==> config.mk <==
export PLATFORM = sky130hd
export DESIGN_NAME = ser_tx
export DESIGN_NICKNAME = d
export VERILOG_FILES = /design/src/rtl/ser_tx_pkg.sv /design/src/rtl/ser_tx_baud.sv /design/src/rtl/ser_tx.sv
export SDC_FILE = /design/constraint.sdc
export NUM_CORES = 1
export LEC_CHECK = 0
export ABC_AREA = 1
export BUFFER_PORTS_ARGS = -buffer_cell sky130_fd_sc_hd__buf_2
export CAP_MARGIN = 15
export CORE_MARGIN = 2
export CORE_UTILIZATION = 50
export DETAILED_ROUTE_END_ITERATION = 6
export PLACE_DENSITY = 0.73
export SYNTH_ARGS = -nofsm -noshare
export SYNTH_HDL_FRONTEND = slang
export SYNTH_HIERARCHICAL = 1
export SYNTH_SLANG_ARGS = --single-unit
==> constraint.sdc <==
create_clock -name CLK -period 1.27 [get_ports CLK]
set_input_delay 0.381 -clock CLK [delete_from_list [all_inputs] [get_ports CLK]]
set_output_delay 0.381 -clock CLK [all_outputs]
set_load 0.05 [all_outputs]
==> src/rtl/ser_tx_pkg.sv <==
// Shared definitions for the ser_tx serial transmitter: FSM state
// encoding and the counter-width helper used by the top and the baud counter.
package ser_tx_pkg;

  typedef enum logic [2:0] {
    ST_IDLE   = 3'd0,
    ST_START  = 3'd1,
    ST_DATA   = 3'd2,
    ST_PARITY = 3'd3,
    ST_STOP   = 3'd4
  } state_t;

  // Number of bits needed to hold values 0..value-1, never less than 1.
  function automatic int clog2_w(input int value);
    int w;
    w = 1;
    for (int i = 1; i < 31; i++) begin
      if ((32'sd1 << i) < value) begin
        w = i + 1;
      end
    end
    return w;
  endfunction

endpackage

==> src/rtl/ser_tx_baud.sv <==
// Bit-period timer for ser_tx: counts 0..DIV-1 and flags the last cycle of
// each serial bit. CLR restarts the period so a new frame starts aligned.
module ser_tx_baud
  import ser_tx_pkg::*;
#(
  parameter int DIV = 4
) (
  input  logic CLK,
  input  logic RESET,
  input  logic CLR,
  output logic TICK
);

  localparam int CW = clog2_w(DIV);
  localparam logic [CW-1:0] LAST = CW'(DIV - 1);

  logic [CW-1:0] cnt_r;

  // Terminal count marks the final cycle of a bit period (every cycle when DIV=1).
  assign TICK = (cnt_r == LAST);

  // Cycle counter: restart on CLR or after the terminal count, otherwise advance.
  always_ff @(posedge CLK or negedge RESET) begin
    if (!RESET) begin
      cnt_r <= '0;
    end else if (CLR || TICK) begin
      cnt_r <= '0;
    end else begin
      cnt_r <= cnt_r + CW'(1);
    end
  end

endmodule

==> src/rtl/ser_tx.sv <==
// UART-style parallel-to-serial transmitter. Accepts a WIDTH-bit word over
// valid/ready and sends start, LSB-first data, optional even parity and stop,
// each held DIV cycles. All outputs come straight from flops.
module ser_tx
  import ser_tx_pkg::*;
#(
  parameter int WIDTH     = 8,
  parameter int DIV       = 4,
  parameter bit PARITY_EN = 1'b0
) (
  input  logic             CLK,
  input  logic             RESET,
  input  logic [WIDTH-1:0] DIN,
  input  logic             DIN_VALID,
  output logic             DIN_READY,
  output logic             SOUT,
  output logic             BUSY
);

  localparam int BW = clog2_w(WIDTH + 1);
  localparam logic [BW-1:0] LAST_BIT = BW'(WIDTH - 1);

  state_t           state_r;
  logic [WIDTH-1:0] sreg_r;
  logic [WIDTH-1:0] sreg_shift_s;
  logic             par_r;
  logic [BW-1:0]    bit_cnt_r;
  logic             sout_r;
  logic             busy_r;
  logic             ready_r;
  logic             accept_s;
  logic             tick_s;

  // ready_r mirrors state_r==ST_IDLE, so accept needs no state decode.
  assign accept_s     = DIN_VALID & ready_r;
  assign sreg_shift_s = sreg_r >> 1;

  assign DIN_READY = ready_r;
  assign SOUT      = sout_r;
  assign BUSY      = busy_r;

  ser_tx_baud #(
    .DIV (DIV)
  ) u_baud (
    .CLK   (CLK),
    .RESET (RESET),
    .CLR   (accept_s),
    .TICK  (tick_s)
  );

  // Frame sequencer: next state and next line level are decided together so SOUT is a plain flop.
  always_ff @(posedge CLK or negedge RESET) begin
    if (!RESET) begin
      state_r   <= ST_IDLE;
      sreg_r    <= '0;
      par_r     <= 1'b0;
      bit_cnt_r <= '0;
      sout_r    <= 1'b1;
      busy_r    <= 1'b0;
      ready_r   <= 1'b1;
    end else begin
      case (state_r)
        ST_IDLE: begin
          if (accept_s) begin
            sreg_r    <= DIN;
            par_r     <= ^DIN;
            bit_cnt_r <= '0;
            state_r   <= ST_START;
            sout_r    <= 1'b0;
            busy_r    <= 1'b1;
            ready_r   <= 1'b0;
          end else begin
            sout_r  <= 1'b1;
            busy_r  <= 1'b0;
            ready_r <= 1'b1;
          end
        end
        ST_START: begin
          if (tick_s) begin
            state_r <= ST_DATA;
            sout_r  <= sreg_r[0];
          end
        end
        ST_DATA: begin
          if (tick_s) begin
            if (bit_cnt_r == LAST_BIT) begin
              if (PARITY_EN) begin
                state_r <= ST_PARITY;
                sout_r  <= par_r;
              end else begin
                state_r <= ST_STOP;
                sout_r  <= 1'b1;
              end
            end else begin
              sreg_r    <= sreg_shift_s;
              bit_cnt_r <= bit_cnt_r + BW'(1);
              sout_r    <= sreg_shift_s[0];
            end
          end
        end
        ST_PARITY: begin
          if (tick_s) begin
            state_r <= ST_STOP;
            sout_r  <= 1'b1;
          end
        end
        ST_STOP: begin
          if (tick_s) begin
            state_r <= ST_IDLE;
            sout_r  <= 1'b1;
            busy_r  <= 1'b0;
            ready_r <= 1'b1;
          end
        end
        default: begin
          state_r <= ST_IDLE;
          sout_r  <= 1'b1;
          busy_r  <= 1'b0;
          ready_r <= 1'b1;
        end
      endcase
    end
  end

endmodule
==> run_results.csv, run 1 <==
group,metric,value,unit
sta,setup_ws,-0.185,ns
outcome,status,"finished, violations left",
detailed_routing,wirelength,4030,um
sta,fmax,0.687,GHz
setup_path,path_delay_family,"simple AND/OR/NAND/NOR gates",
clocking,cts_tree,"done",
power_and_ir_drop,p_comb_share,66.8,%
power_and_ir_drop,pwr-share-seq,22.8,%
power_and_ir_drop,power_density,2850,nW/um2
floorplanning,dieWidth,52.9,um
yosys,synth_nets,179,
finish,layout.nets,229,
detailed_routing,post_drt_wl_per_cell,16.6,um
finish,drive_gt1_share,50.7,%
floorplanning,io_pins,14,
finish,antenna_cells,0,
sta,setup_viol,17,
setup_path,critPathKind,"reg2reg",
sta,rsz0062_at_grt,"yes",
floorplanning,die_h,52.9,um
power_and_ir_drop,peakVddDrop,2.29,mV
finish,fin_area,1810,um2
setup_path,cp_cell_sequence,"nor2_4 -> inv_2 -> nor2_4 -> inv_2 -> nand2_4 -> buf_12 -> nand2_8 -> nand2_2 -> nand2_2",
placed_design,routabilityCongestion,0.847,
yosys,netlist-cell-type-count,20,
power_and_ir_drop,finalPower,5150,uW
setup_path,end_kind,"flip-flop",
setup_path,crit_slowest_cell,"dfrtp_2",
clocking,cts.htree.levels,1,
detailed_routing,drt_pre_antenna_iters,4,
yosys,syn_inst,166,
clocking,clk_path_buf_depth,2,
power_and_ir_drop,switching_share,47.7,%
detailed_routing,ant_nets,0,
detailed_routing,drt_iter0_drc,69,
power_and_ir_drop,p_leak,0.000959,uW
setup_path,worstPathMaxFanout,6,
grt,grt_max_degree,21,
sta,finalHoldViolCount,0,
sta,timing.final.crit_share,115,%
yosys,synth-seq-cells,20,
sta,maxSlewHeadroom,68.6,%
yosys,yosysWarnings,6,
placed_design,dpl.hpwl,1910,um
detailed_routing,routed_via_density,5.58,
sta,skew,0.00678,ns
grt,grtUsageTotal,26.8,%
setup_path,start_kind,"flip-flop",
clocking,insertion_delay,0.31,ns
floorplanning,core_area,2230,um2
grt,grt.overflow.total,0,
sta,fin_tns_setup,-2.00,ns
yosys,synth.avg_cell_area,7.19,um2
clocking,cts_made_buffers,3,
floorplanning,core.rowCount,17,
clocking,clock_tree.root_cell,"clkbuf_4",
outcome,violations,"negative setup slack",
yosys,seq_area_frac_synth,42.1,%
floorplanning,start_util,53.4,%
run,drv_cap,0,
floorplanning,die-area,2790,um2
clocking,clk_pin_slew,0.13,ns
yosys,syn_area,1190,um2
power_and_ir_drop,pwr-share-clk,10.4,%
setup_path,max_stage_delay,0.47,ns
setup_path,cp.required,1.49,ns
detailed_routing,drcViolationCount,0,
grt,grt_pass1_vias,1247,
detailed_routing,vias,1356,
placed_design,port_buffers,13,
placed_design,placed_cell_area,1420,um2
finish,area_delta_synth_final,51.5,%
clocking,clkSinkCount,20,
sta,fin_crit,1.45,ns
grt,antenna_found_initial,0,
sta,drv_slew,0,
setup_path,critical_path_buf_inv_count,3,
power_and_ir_drop,p_int,2690,uW
grt,grt_pass1_wl,5440,um
setup_path,arrival,1.67,ns
hold_path,worstHoldPathType,"in2async",
power_and_ir_drop,p_switching,2460,uW
sta,max_slew.worst_pin.slew,0.472,ns
[per-stage QoR]
stage / setup slack [ns] / hold slack [ns] / cells / util [%]
2_1_floorplan: -0.114 / 0.0854 / 166 / -
3_3_place_gp: -0.114 / 0.355 / 224 / 63.7
3_5_place_dp: -0.121 / 0.358 / 224 / 63.7
4_1_cts: -0.145 / 0.0204 / 237 / 75.4
5_1_grt: -0.220 / 0.0367 / 243 / 81.0
6_report: -0.185 / 0.00530 / 243 / 81.0
[cell usage in the layout, fill, tap and decap left out]
master and n:
a21oi_2 3, buf_12 2, buf_2 10, buf_4 29, buf_6 4, buf_8 2, bufinv_16 1, clkbuf_4 3
clkinvlp_4 1, dfrtp_1 15, dfrtp_2 3, dfstp_2 2, ha_1 1, ha_4 1, inv_1 11, inv_2 5
inv_8 1, nand2_1 50, nand2_2 22, nand2_4 5, nand2_8 2, nand3_1 13, nand3_2 6, nand3b_1 1
nand4_1 1, nor2_1 9, nor2_2 1, nor2_4 4, nor3_1 2, o21ai_0 3, o21ai_2 2
[state kept, by name, summed over array words and instances, names as in the netlist]
name and flops:
DIN_READY 1, BUSY 1, sreg_r 8, state_r 3
bit_cnt_r 4, SOUT 1, u_baud/cnt_r 2
[worst paths after layout]
path | start | endpoint | depth (start not counted) | slack, ns
hold / removal | RESET | bit_cnt_r[2]$_DFFE_PN0P_ | 1 | 0.005
setup / recovery | state_r[0]$_DFFE_PN0P_ | sreg_r[2]$_DFFE_PN0P_ | 9 | -0.18
hold reg to reg | sreg_r[0]$_DFFE_PN0P_ | sreg_r[0]$_DFFE_PN0P_ | 2 | 0.50
min in group CLK | DIN[7] | sreg_r[7]$_DFFE_PN0P_ | 3 | 0.30
max in group asynchronous | RESET | DIN_READY$_DFFE_PN1P_ | 1 | 0.92
setup reg to reg | state_r[0]$_DFFE_PN0P_ | sreg_r[2]$_DFFE_PN0P_ | 9 | -0.18
[timing repair]
item,4_1_cts,5_1_grt
endpoints found under the setup margin,17,21
gates cloned,3,0
buffers inserted,6,7
hold buffers,0,0
resized for setup,34,22
pin swaps,13,4
[Yosys cell counts]
library cell   n  area [um2]
dfstp_2        2        52.6
nor2_2         1        6.26
nand3_1       19        95.1
inv_1         13        48.8
nand3b_1       1        7.51
ha_1           2        25.0
dfrtp_1       18         450
o21ai_1        1        5.00
nor2_4         2        22.5
nor3_1         2        10.0
nor2_1        11        41.3
a21oi_1        3        15.0
nand2_4        1        11.3
o21ai_0        4        20.0
nand2_1       63         236
nand2_2       13        81.3
buf_2          2        10.0
nand4_1        1        6.26
buf_6          3        33.8
inv_2          4        15.0
[cells by family after synthesis]
family | synth area share, %
adder cells (fa/ha/maj) | 2.10
buffers and inverters | 9.01
flip-flops | 42.1
AO/OA/AOI/OAI | 3.35
AND/OR/NAND/NOR | 43.4
[metal layers]
metal / track usage (%) / vias up / wire, um
li1: - / 615 / -
met1: 36.4 / 640 / 1610
met2: 42.9 / 85 / 2000
met3: 3.11 / 16 / 307
met4: 12.0 / 0 / 114
met5: 0 / - / 0
[power by group through the flow]
stage	Combinational (uW)	Sequential, uW	Clock [uW]
finish	3440	1170	534
global route	3650	1180	560
CTS	2840	1120	532
detailed placement	2070	1100	0
global placement	2010	1090	0
floorplan	1400	1250	0
[final cells by class]
class / count / area [um2]
timing repair inverter: 1 / 7.51
timing repair buffer: 47 / 383
fill: 117 / 425
sequential: 20 / 507
clock buffer: 3 / 22.5
inverter: 17 / 71.3
multi-input combinational: 126 / 752
clock inverter: 1 / 30.0
tap: 28 / 35.0
(Power assumes the default switching activity.)
==> inputs of run 2 (changes only) <==
- CELL_PAD_IN_SITES_DETAIL_PLACEMENT: not set -> 0
- CELL_PAD_IN_SITES_GLOBAL_PLACEMENT: not set -> 1
- CORE_UTILIZATION: 50 -> 37
- PLACE_DENSITY: 0.73 -> not set
- PLACE_DENSITY_LB_ADDON: not set -> 0.1
==> run_results.csv, run 2 (synthesis results as in run 1) <==
group,metric,value,unit
setup_path,path_depth,1,
setup_path,path_delay_family,"flip-flops",
sta,maxSlewHeadroom,68.8,%
grt,grt_max_degree,21,
floorplanning,dieWidth,60.8,um
sta,fin_crit,1.41,ns
clocking,cts_made_buffers,3,
setup_path,max_stage_delay,0.58,ns
placed_design,place_inst,245,
setup_path,arrival,1.03,ns
setup_path,r2r-end,"sreg_r[0]$_DFFE_PN0P_",
clocking,cts.htree.levels,1,
clocking,clkSinkCount,20,
setup_path,start_kind,"flip-flop",
placed_design,pre_cts_ws,-0.0791,ns
run,drv_cap,0,
setup_path,timing.rr.start,"DIN_READY$_DFFE_PN1P_",
sta,hold_ws,0.000814,ns
finish,antenna_cells,0,
setup_path,critical_path_buf_inv_count,1,
finish,reg_top3,"sreg_r: 8 flops, bit_cnt_r: 4 flops, state_r: 3 flops",
power_and_ir_drop,power_density,2560,nW/um2
power_and_ir_drop,p_leak,0.000919,uW
finish,final_cells,254,
clocking,clk_path_buf_depth,2,
sta,drv_slew,0,
grt,grtUsageTotal,18.4,%
floorplanning,core_area,3050,um2
outcome,violations,"negative setup slack",
detailed_routing,drt_pre_antenna_iters,4,
setup_path,critPathKind,"reg2out",
sta,skew,0.0114,ns
detailed_routing,ant_nets,0,
clocking,insertion_delay,0.31,ns
detailed_routing,routed_via_density,4.61,
clocking,cts_tree,"done",
clocking,cts_hold_buffers,0,
setup_path,worstPathMaxFanout,2,
placed_design,routabilityCongestion,0.826,
setup_path,end_kind,"output port",
grt,antenna_found_initial,0,
floorplanning,die_h,60.8,um
sta,finalHoldViolCount,0,
floorplanning,start_util,39.1,%
sta,fmax,0.708,GHz
sta,fin_tns_setup,-1.32,ns
sta,timing.final.crit_share,111,%
detailed_routing,post_drt_wl_per_cell,11.9,um
finish,regMostFlops,"sreg_r",
setup_path,cp_cell_sequence,"buf_8",
detailed_routing,vias,1171,
detailed_routing,drt_iter0_drc,25,
sta,rsz0062_at_grt,"yes",
grt,grt.overflow.total,0,
power_and_ir_drop,finalPower,4420,uW
power_and_ir_drop,peakVddDrop,1.27,mV
finish,area_delta_synth_final,44.4,%
grt,grt_pass1_vias,1152,
placed_design,port_buffers,13,
placed_design,dpl.hpwl,2030,um
setup_path,reg2reg_depth,8,
outcome,status,"finished, violations left",
sta,setup_ws,-0.143,ns
sta,setup_viol,15,
grt,grt_pass1_wl,5040,um
finish,drive_gt1_share,46.7,%
sta,max_slew.worst_pin.slew,0.468,ns
hold_path,worstHoldPathType,"in2async",
floorplanning,io_pins,14,
finish,largest_reg_flops,8,
floorplanning,core.rowCount,20,
finish,fillers,303,
clocking,clk_pin_slew,0.13,ns
clocking,clock_tree.root_cell,"clkbuf_4",
setup_path,crit_slowest_cell,"dfstp_2",
floorplanning,die-area,3700,um2
setup_path,cp.required,0.89,ns
finish,layout.nets,224,
finish,layout_commonest_cell,"nand2_1",
finish,final_cell_mix,"56 x nand2_1, 24 x buf_4, 19 x nand2_2",
detailed_routing,drcViolationCount,0,
detailed_routing,wirelength,3020,um
setup_path,r2r_slack,-0.10,ns
-- run 2: cell type report --
type	instances	area [um2]	area share, %
tap	44	55.1	3.19
multi-input combinational	125	701	40.6
clock buffer	4	36.3	2.10
timing repair buffer	44	359	20.8
sequential	20	504	29.2
inverter	17	68.8	3.99
-- run 2: power breakdown --
| part | internal [uW] | total, uW | switching, uW |
|---|---|---|---|
| logic | 1280 | 2900 | 1620 |
| clock network | 175 | 388 | 213 |
| registers | 919 | 1130 | 207 |
-- run 2: worst max path at each step --
stage / from / end / slack, ns
after global placement: bit_cnt_r[0]$_DFFE_PN0P_ / sreg_r[7]$_DFFE_PN0P_ / -0.07
after global routing: SOUT$_DFFE_PN1P_ / SOUT / -0.18
after detailed placement: bit_cnt_r[0]$_DFFE_PN0P_ / bit_cnt_r[2]$_DFFE_PN0P_ / -0.08
after CTS: SOUT$_DFFE_PN1P_ / SOUT / -0.14
after floorplan: DIN_READY$_DFFE_PN1P_ / bit_cnt_r[0]$_DFFE_PN0P_ / -0.11
final: SOUT$_DFFE_PN1P_ / SOUT / -0.14
-- run 2: timing repair --
| action | in CTS | in global routing |
|---|---|---|
| pin swaps | 4 | 6 |
| setup buffers | 1 | 3 |
| resized for setup | 21 | 26 |
| endpoints found under the setup margin | 17 | 22 |
| gates cloned | 1 | 0 |
-- run 2: stage by stage --
stage / util, % / cell area [um2]
2_1_floorplan: - / 1200
4_1_cts: 53.2 / 1630
3_5_place_dp: 48.9 / 1490
3_3_place_gp: 48.9 / 1490
6_report: 56.5 / 1720
5_1_grt: 56.5 / 1720
-- run 2: layer usage --
layer	up-vias	wire length (um)	track usage (%)
li1	608	-	-
met1	545	1410	23.6
met2	14	1500	32.1
met3	4	80	2.56
met4	0	28	5.59
met5	-	0	0
==> inputs of run 3 (changes only) <==
- CORE_UTILIZATION: 37 -> 41
- clock period: 1.27 -> 1.5 ns (I/O delays scaled with it)
==> run_results.csv, run 3 (synthesis results as in run 1) <==
group,metric,value,unit
finish,fillers,284,
sta,timing.final.crit_share,98.4,%
sta,fin_crit,1.48,ns
placed_design,port_buffers,13,
detailed_routing,post_drt_wl_per_cell,11.3,um
placed_design,placed_cell_area,1330,um2
finish,postLayoutCoreUtil,50.6,%
detailed_routing,drcViolationCount,0,
floorplanning,io_pins,14,
placed_design,routabilityCongestion,0.773,
setup_path,path_delay_family,"flip-flops",
clocking,clock_tree.root_cell,"clkbuf_4",
finish,fin_area,1400,um2
outcome,status,"finished, final reports clean",
clocking,cts_tree,"done",
sta,setup_viol,0,
setup_path,cp_cell_sequence,"buf_8",
clocking,cts_made_buffers,3,
floorplanning,core.rowCount,19,
sta,finalHoldViolCount,0,
sta,maxSlewHeadroom,69.0,%
sta,skew,0.00786,ns
finish,layout.nets,202,
finish,drive_gt1_share,27.8,%
grt,antenna_found_initial,0,
clocking,clkSinkCount,20,
grt,grtUsageTotal,16.1,%
finish,area_delta_synth_final,17.0,%
setup_path,crit_slowest_cell,"dfstp_2",
clocking,cts_hold_buffers,0,
power_and_ir_drop,peakVddDrop,1.14,mV
floorplanning,start_util,43.3,%
power_and_ir_drop,power_density,2110,nW/um2
detailed_routing,drt_pre_antenna_iters,4,
floorplanning,die_h,58.0,um
clocking,insertion_delay,0.30,ns
sta,drv_slew,0,
setup_path,end_kind,"output port",
setup_path,start_kind,"flip-flop",
setup_path,critPathKind,"reg2out",
finish,layout_commonest_cell,"nand2_1",
floorplanning,die-area,3360,um2
run,drv_cap,0,
detailed_routing,wirelength,2470,um
detailed_routing,routed_via_density,4.85,
hold_path,worstHoldPathType,"in2async",
clocking,clk_pin_slew,0.12,ns
grt,grt.overflow.total,0,
clocking,cts.htree.levels,1,
detailed_routing,drt_iter0_drc,48,
power_and_ir_drop,finalPower,2950,uW
setup_path,max_stage_delay,0.58,ns
setup_path,worstPathMaxFanout,3,
detailed_routing,vias,1057,
finish,regMostFlops,"sreg_r",
setup_path,arrival,1.03,ns
finish,reg_top3,"sreg_r: 8 flops, bit_cnt_r: 4 flops, state_r: 3 flops",
placed_design,dpl.hpwl,1850,um
sta,rsz0062_at_grt,"yes",
sta,max_slew.worst_pin.slew,0.465,ns
finish,antenna_cells,0,
finish,final_cell_mix,"62 x nand2_1, 18 x nand3_1, 17 x dfrtp_1",
grt,grt_pass1_vias,897,
floorplanning,dieWidth,58.0,um
setup_path,critical_path_buf_inv_count,1,
grt,grt_pass1_wl,4160,um
detailed_routing,ant_nets,0,
setup_path,cp.required,1.05,ns
finish,largest_reg_flops,8,
floorplanning,core_area,2760,um2
clocking,clk_path_buf_depth,2,
grt,grt_max_degree,21,
sta,fmax,0.678,GHz
power_and_ir_drop,p_leak,0.000785,uW
-- run 3: cell count changes in the layout (fill, tap and decap cells not counted), sizes merged --
cell / delta
clkbuf: -1
buf: -21
nand2: -1
-- run 3: power breakdown --
part / total [uW] / internal, uW / switching, uW / leakage [uW]
Sequential: 937 / 778 / 159 / 0.000252
Combinational: 1750 / 649 / 1100 / 0.000519
Clock: 266 / 93.5 / 172 / 0.0000138
-- run 3: layer usage --
metal / share of wire, % / up-vias / global-route usage (%) / wire [um]
met3: 3.1 / 2 / 2.01 / 77
met5: 0 / - / 0 / 0
met2: 45 / 16 / 23.5 / 1110
li1: - / 558 / - / -
met4: 0.77 / 0 / 4.98 / 19
met1: 51 / 481 / 24.9 / 1260
-- run 3: what timing repair did --
action | 4_1_cts | 5_1_grt
gates resized for setup | 4 | 8
setup buffers | 0 | 0
pin swaps | 0 | 0
setup endpoints to repair | 2 | 15
endpoints found under the hold margin | 0 | 0
gates cloned | 0 | 0
-- run 3: cell type report --
cell class,count,area [um2],area share [%]
Sequential cell,20,504,36.1
Multi-Input combinational cell,124,604,43.3
Inverter,17,66.3,4.75
Tap cell,31,38.8,2.78
Clock buffer,3,22.5,1.61
Timing Repair Buffer,23,160,11.5
-- run 3: final timing paths --
path | from | to | slack (ns) | cells after the start
worst max register to register | DIN_READY$_DFFE_PN1P_ | sreg_r[6]$_DFFE_PN0P_ | 0.15 | 7
worst max-delay path | DIN_READY$_DFFE_PN1P_ | DIN_READY | 0.02 | 1
worst min-delay path | RESET | state_r[2]$_DFFE_PN0P_ | 0.08 | 1
max in group asynchronous | RESET | SOUT$_DFFE_PN1P_ | 1.07 | 1
min in group CLK | DIN[7] | sreg_r[7]$_DFFE_PN0P_ | 0.40 | 3
worst min register to register | u_baud/cnt_r[0]$_DFF_PN0_ | u_baud/cnt_r[0]$_DFF_PN0_ | 0.44 | 1
-- run 3: metrics by stage --
| stage | setup TNS, ns | hold slack [ns] | std cells | worst slack [ns] |
|---|---|---|---|---|
| after detailed placement | 0 | 0.429 | 215 | 0.0403 |
| final | 0 | 0.0778 | 218 | 0.0247 |
| after global routing | -0.0269 | 0.106 | 218 | -0.0151 |
| after floorplan | 0 | 0.154 | 166 | 0.0686 |
| after CTS | 0 | 0.0936 | 218 | 0.00676 |
| after global placement | 0 | 0.419 | 215 | 0.0348 |
